===== config.mk =====
export PLATFORM = sky130hd
export DESIGN_NAME = alu_seq
export DESIGN_NICKNAME = d
export VERILOG_FILES = /design/src/rtl/alu_pkg.sv /design/src/rtl/rca_n.sv /design/src/rtl/alu_seq.sv
export SDC_FILE = /design/constraint.sdc
export NUM_CORES = 1
export LEC_CHECK = 0
export BUFFER_PORTS_ARGS = -buffer_cell sky130_fd_sc_hd__buf_4
export CORE_MARGIN = 2
export CORE_UTILIZATION = 55
export CTS_BUF_LIST = sky130_fd_sc_hd__clkbuf_4 sky130_fd_sc_hd__clkbuf_8
export DETAILED_ROUTE_END_ITERATION = 7
export HOLD_SLACK_MARGIN = 0.03
export PLACE_DENSITY = 0.85
export SLEW_MARGIN = 20
export SYNTH_ARGS = -nofsm -noshare
export SYNTH_HDL_FRONTEND = slang
export SYNTH_SLANG_ARGS = --single-unit

===== constraint.sdc =====
create_clock -name Clock -period 3.43 [get_ports Clock]
set_input_delay 0.686 -clock Clock [delete_from_list [all_inputs] [get_ports Clock]]
set_output_delay 0.686 -clock Clock [all_outputs]
set_load 0.01 [all_outputs]

===== src/rtl/alu_pkg.sv =====
// Opcodes and controller state encoding shared by the registered ALU.
package alu_pkg;

    localparam logic [2:0] OP_ADD  = 3'b000;
    localparam logic [2:0] OP_SUB  = 3'b001;
    localparam logic [2:0] OP_SEXT = 3'b010;
    localparam logic [2:0] OP_ORR  = 3'b011;
    localparam logic [2:0] OP_ANDR = 3'b100;
    localparam logic [2:0] OP_CAT  = 3'b101;
    localparam logic [2:0] OP_MUL  = 3'b110;
    localparam logic [2:0] OP_SHL  = 3'b111;

    typedef enum logic {
        IDLE = 1'b0,
        MUL  = 1'b1
    } state_t;

endpackage


===== src/rtl/rca_n.sv =====
// N-bit ripple-carry adder assembled from a chain of full-adder cells.
module full_adder (
    input  logic a,
    input  logic b,
    input  logic c_in,
    output logic s,
    output logic c_out
);
    assign s     = a ^ b ^ c_in;
    assign c_out = (a & b) | (c_in & (a ^ b));
endmodule

module rca_n #(
    parameter int N = 4
) (
    input  logic [N-1:0] a,
    input  logic [N-1:0] b,
    input  logic         c_in,
    output logic [N-1:0] s,
    output logic         c_out
);
    logic [N:0] c;

    assign c[0] = c_in;

    for (genvar i = 0; i < N; i++) begin : g_fa
        full_adder u_fa (
            .a    (a[i]),
            .b    (b[i]),
            .c_in (c[i]),
            .s    (s[i]),
            .c_out(c[i+1])
        );
    end

    assign c_out = c[N];
endmodule


===== src/rtl/alu_seq.sv =====
// Registered ALU with Start/Busy/Done handshake; ALUout doubles as accumulator,
// multiply runs shift-add over N cycles.
module alu_seq
    import alu_pkg::*;
#(
    parameter int N   = 4,
    parameter int SHW = $clog2(2*N)
) (
    input  logic           Clock,
    input  logic           Reset_b,
    input  logic           Start,
    input  logic [N-1:0]   A,
    input  logic [N-1:0]   B,
    input  logic [2:0]     Function,
    input  logic           UseAcc,
    output logic [2*N-1:0] ALUout,
    output logic           Busy,
    output logic           Done
);
    localparam int CW = $clog2(N);

    state_t         state, state_nx;
    logic [2*N-1:0] alu_q, alu_nx;
    logic [2*N-1:0] prod, prod_nx, prod_add;
    logic [2*N-1:0] mcand, mcand_nx;
    logic [N-1:0]   mplier, mplier_nx;
    logic [CW-1:0]  cnt, cnt_nx;
    logic           done_q, done_nx;

    logic [N-1:0]   op_a, sum, diff;
    logic           carry;
    logic [2*N-1:0] res;

    assign op_a = UseAcc ? alu_q[N-1:0] : A;
    assign diff = op_a - B;

    rca_n #(.N(N)) u_rca (
        .a    (op_a),
        .b    (B),
        .c_in (1'b0),
        .s    (sum),
        .c_out(carry)
    );

    // Result of every single-cycle opcode, evaluated from the live inputs
    always_comb begin
        res = '0;
        case (Function)
            OP_ADD:  res = {{(N-1){1'b0}}, carry, sum};
            OP_SUB:  res = {{N{diff[N-1]}}, diff};
            OP_SEXT: res = {{N{B[N-1]}}, B};
            OP_ORR:  res = {{(2*N-1){1'b0}}, |{op_a, B}};
            OP_ANDR: res = {{(2*N-1){1'b0}}, &{op_a, B}};
            OP_CAT:  res = {op_a, B};
            OP_SHL:  res = {{N{1'b0}}, op_a} << B[SHW-1:0];
            default: res = '0;
        endcase
    end

    assign prod_add = prod + (mplier[0] ? mcand : '0);

    always_comb begin
        state_nx  = state;
        alu_nx    = alu_q;
        prod_nx   = prod;
        mcand_nx  = mcand;
        mplier_nx = mplier;
        cnt_nx    = cnt;
        done_nx   = 1'b0;
        case (state)
            IDLE: begin
                if (Start) begin
                    if (Function == OP_MUL) begin
                        prod_nx   = '0;
                        mcand_nx  = {{N{1'b0}}, op_a};
                        mplier_nx = B;
                        cnt_nx    = '0;
                        state_nx  = MUL;
                    end else begin
                        alu_nx  = res;
                        done_nx = 1'b1;
                    end
                end
            end
            MUL: begin
                prod_nx   = prod_add;
                mcand_nx  = mcand << 1;
                mplier_nx = mplier >> 1;
                cnt_nx    = cnt + 1'b1;
                // Last iteration writes the product straight into ALUout
                if (cnt == CW'(N-1)) begin
                    alu_nx   = prod_add;
                    state_nx = IDLE;
                    done_nx  = 1'b1;
                end
            end
            default: state_nx = IDLE;
        endcase
    end

    always_ff @(posedge Clock or negedge Reset_b) begin
        if (!Reset_b) begin
            state  <= IDLE;
            alu_q  <= '0;
            prod   <= '0;
            mcand  <= '0;
            mplier <= '0;
            cnt    <= '0;
            done_q <= 1'b0;
        end else begin
            state  <= state_nx;
            alu_q  <= alu_nx;
            prod   <= prod_nx;
            mcand  <= mcand_nx;
            mplier <= mplier_nx;
            cnt    <= cnt_nx;
            done_q <= done_nx;
        end
    end

    assign ALUout = alu_q;
    assign Busy   = (state == MUL);
    assign Done   = done_q;

endmodule


==> reports/qor.txt <==
Area after DPL - 2694 sq um
Clk pwr share - 0.168
CTS resizes - 0
R2R Setup Slk - 740 ps
Max Freq - 0.3510 GHz
initial antenna violation count - 0
detailed placement HPWL - 4.547 mm
IO Port Bufs - 24
Power per Cell Area - 664.6 nW/um^2
nets@finish - 346
CTS tree - yes
met3 wire len - 499 um
average wire per standard cell - 16.81 um
clk root buf - clkbuf_8
compound-cell area share of the yosys netlist - 0.2012
Final Hold Violating Endpoints - 0
Mapped Area - 2500 sq um
#FFs+latches synth - 32
Synth Area per Inst - 8.561 sq um
total negative setup slack - 0 ps
Rel. slew slack - 0.5188
CP startpoint kind - input pin
routed wl met2 - 2.798 mm
Max stage delay on crit path - 400 ps
Post-CTS Hold Buffers - 0
Post-synth top flop - dfrtp_1
Critical Path End Type - register
chip height - 71.42 um
critical path peak fanout - 9
RSZ-0062 raised after global routing - no
combinational share of power - 0.476
crit-path cells - buf_4 > mux2i_1 > inv_1 > ha_1 > inv_1 > fa_1 > fa_1 > inv_1 > fa_1 > mux2i_1 > nor3_1 > a221oi_1 > o21ai_0
Synthesis Warnings - 0
H-tree depth - 2
Placer Congestion - 0.9956
Critical Path RT - 3590 ps
DIE AREA - 5101 sq um
# rows - 24
GRT Overall Usage - 0.2512
Metal-1 WL - 2.706 mm
Synth Area in Simple Gates - 0.2287
Adder-Cell Fraction of Synth Area - 0.1101
area added between synthesis and finish - 11.61%
first-pass GRT wire length - 10.14 mm
routed vias/inst - 6.352
syn_nets - 326
switch share - 0.4134
Initial DRC Count - 278
# clock sinks - 32
Top Layer Used - met4
MaxCap Viol Count - 0
xor/xnor share of the synthesized area - 0.02102
die width - 71.42 um
Yosys cell types - 56
fillers - 368
Reg-to-Reg Start - ALUout[0]
Routed Antenna Nets - 0
run status - complete, no violations
Synth Instances - 292
core area - 4354 sq um
Longest Clk Path Bufs - 2
via count of the first global-routing pass - 2,116
post-CTS setup buffers - 0
endpoints failing setup - 0
Final Cycle Share - 0.8305
r2r endpoint - ALUout[3]
grt total ovfl - 0
Initial DRT Pass Iterations - 6
initial core utilization - 0.5741
CTS buffer count - 5
Layout Skew - 6.926 ps
Critical Path AT - 3010 ps
CP max stage cell - fa_1
Final Slew Violations - 0
EDFF count, synth - 0
mux contribution to synthesized area - 0.06356
R2R depth - 12
internal power - 1088 uW
I/O pin cnt - 25
Antenna Cells - 0
Non-Filler Cell Area, Final - 2790 sq um
Max IR drop VDD - 0.3439 mV
worst-skew pair later-pin latency - 280 ps
total vias in the final route - 2,312
Worst Max-Slew Pin Slew - 720.0 ps
total leakage power - 0.001352 uW
register share of total power - 0.357
crit path kind - in -> reg
pin count of the biggest net entering global routing - 38
largest family of logic cells by synthesized area - simple AND/OR/NAND/NOR gates
register area share after synthesis - 0.3203
final wirelength - 6.119 mm
DRC - 0
asr flop ratio synth - 1.000
Reg clk slew, reported paths - 70 ps
P_sw - 766.6 uW
final worst path period need - 2849 ps
worst min path class - in -> async
share of layout cells above drive strength 1 - 0.1346
## per-stage QoR
stage	total power [uW]	util	instances	hold slack (ps)	worst slack, ps
final	1854	0.6408	364	330.1	581.3
after global routing	2001	0.6408	364	362.2	442.1
after CTS	1850	0.6408	364	343.8	599.9
after detailed placement	1531	0.6187	357	475.0	302.1
after global placement	1496	0.6187	357	465.4	375.4
after floorplan	1232	-	292	390.4	426.6
## kinds of logic after synthesis
group | Yosys count
buffers and inverters | 30
and+or+nand+nor | 116
muxes | 12
adders and majority gates | 19
AOI/OAI and AO/OA | 77
DFF | 32
xor gates and xnor gates | 6
## state kept, by name, summed over array words and instances (netlist names)
register	flops
prod	8
mcand	8
mplier	4
ALUout	8
Busy	1
Done	1
cnt	2
## critical path, delay by kind of cell
family | cells | cell delay, ps
fa+ha+maj | 4 | 1280
buf+inv | 4 | 370
compound gates | 2 | 330
mux | 2 | 280
simple gates | 1 | 60
## how the worst max path moves through the flow
stage / end / startpoint / slack, ps
after floorplan: ALUout[3] / UseAcc / 430
after global placement: ALUout[3] / UseAcc / 380
after detailed placement: ALUout[3] / UseAcc / 300
after CTS: ALUout[3] / UseAcc / 600
after global routing: ALUout[3] / UseAcc / 440
final: ALUout[3] / UseAcc / 580
## synthesized netlist by cell type (5+ instances only)
master,count,area (sq um)
and2_1,7,43.79
xor2_1,5,43.79
mux2i_1,8,80.08
o21ai_0,22,110.1
a22o_1,5,43.79
nand2b_1,8,50.05
a21oi_1,18,90.09
fa_1,5,100.1
clkbuf_1,9,33.78
nand3_1,5,25.02
nand2_1,46,172.7
inv_1,14,52.55
nor2_1,22,82.58
ha_1,14,175.2
dfrtp_1,32,800.8
## power groups by stage
stage | registers [uW] | logic (uW) | clock network [uW]
final | 662 | 882 | 311
after global routing | 685 | 979 | 336
after CTS | 661 | 874 | 316
after detailed placement | 668 | 864 | 0
after global placement | 659 | 837 | 0
after floorplan | 644 | 588 | 0
## placed cells by master, fill, tap and decap left out, drive strengths merged, types with 8 or more instances in the layout
cell     n
buf     28
inv     14
ha      14
nand2   46
o21ai   22
dfrtp   32
nor2    22
a21oi   18
nand2b   8
mux2i    8
## layer usage
| metal | vias to the layer above | track usage |
|---|---|---|
| met3 | 17 | 0.05626 |
| li1 | 1081 | - |
| met4 | 0 | 0.06918 |
| met5 | - | 0 |
| met2 | 113 | 0.3879 |
| met1 | 1101 | 0.3579 |
## cell type report
type / count / area (sq um) / area share
Inverter: 15 / 56.30 / 0.02018
Timing Repair Buffer: 28 / 210.2 / 0.07534
Clock buffer: 7 / 96.34 / 0.03453
Multi-Input combinational cell: 230 / 1562 / 0.5596
Sequential cell: 32 / 800.8 / 0.2870
Tap cell: 52 / 65.06 / 0.02332
No activity file was read; power rests on OpenSTA's default activity.
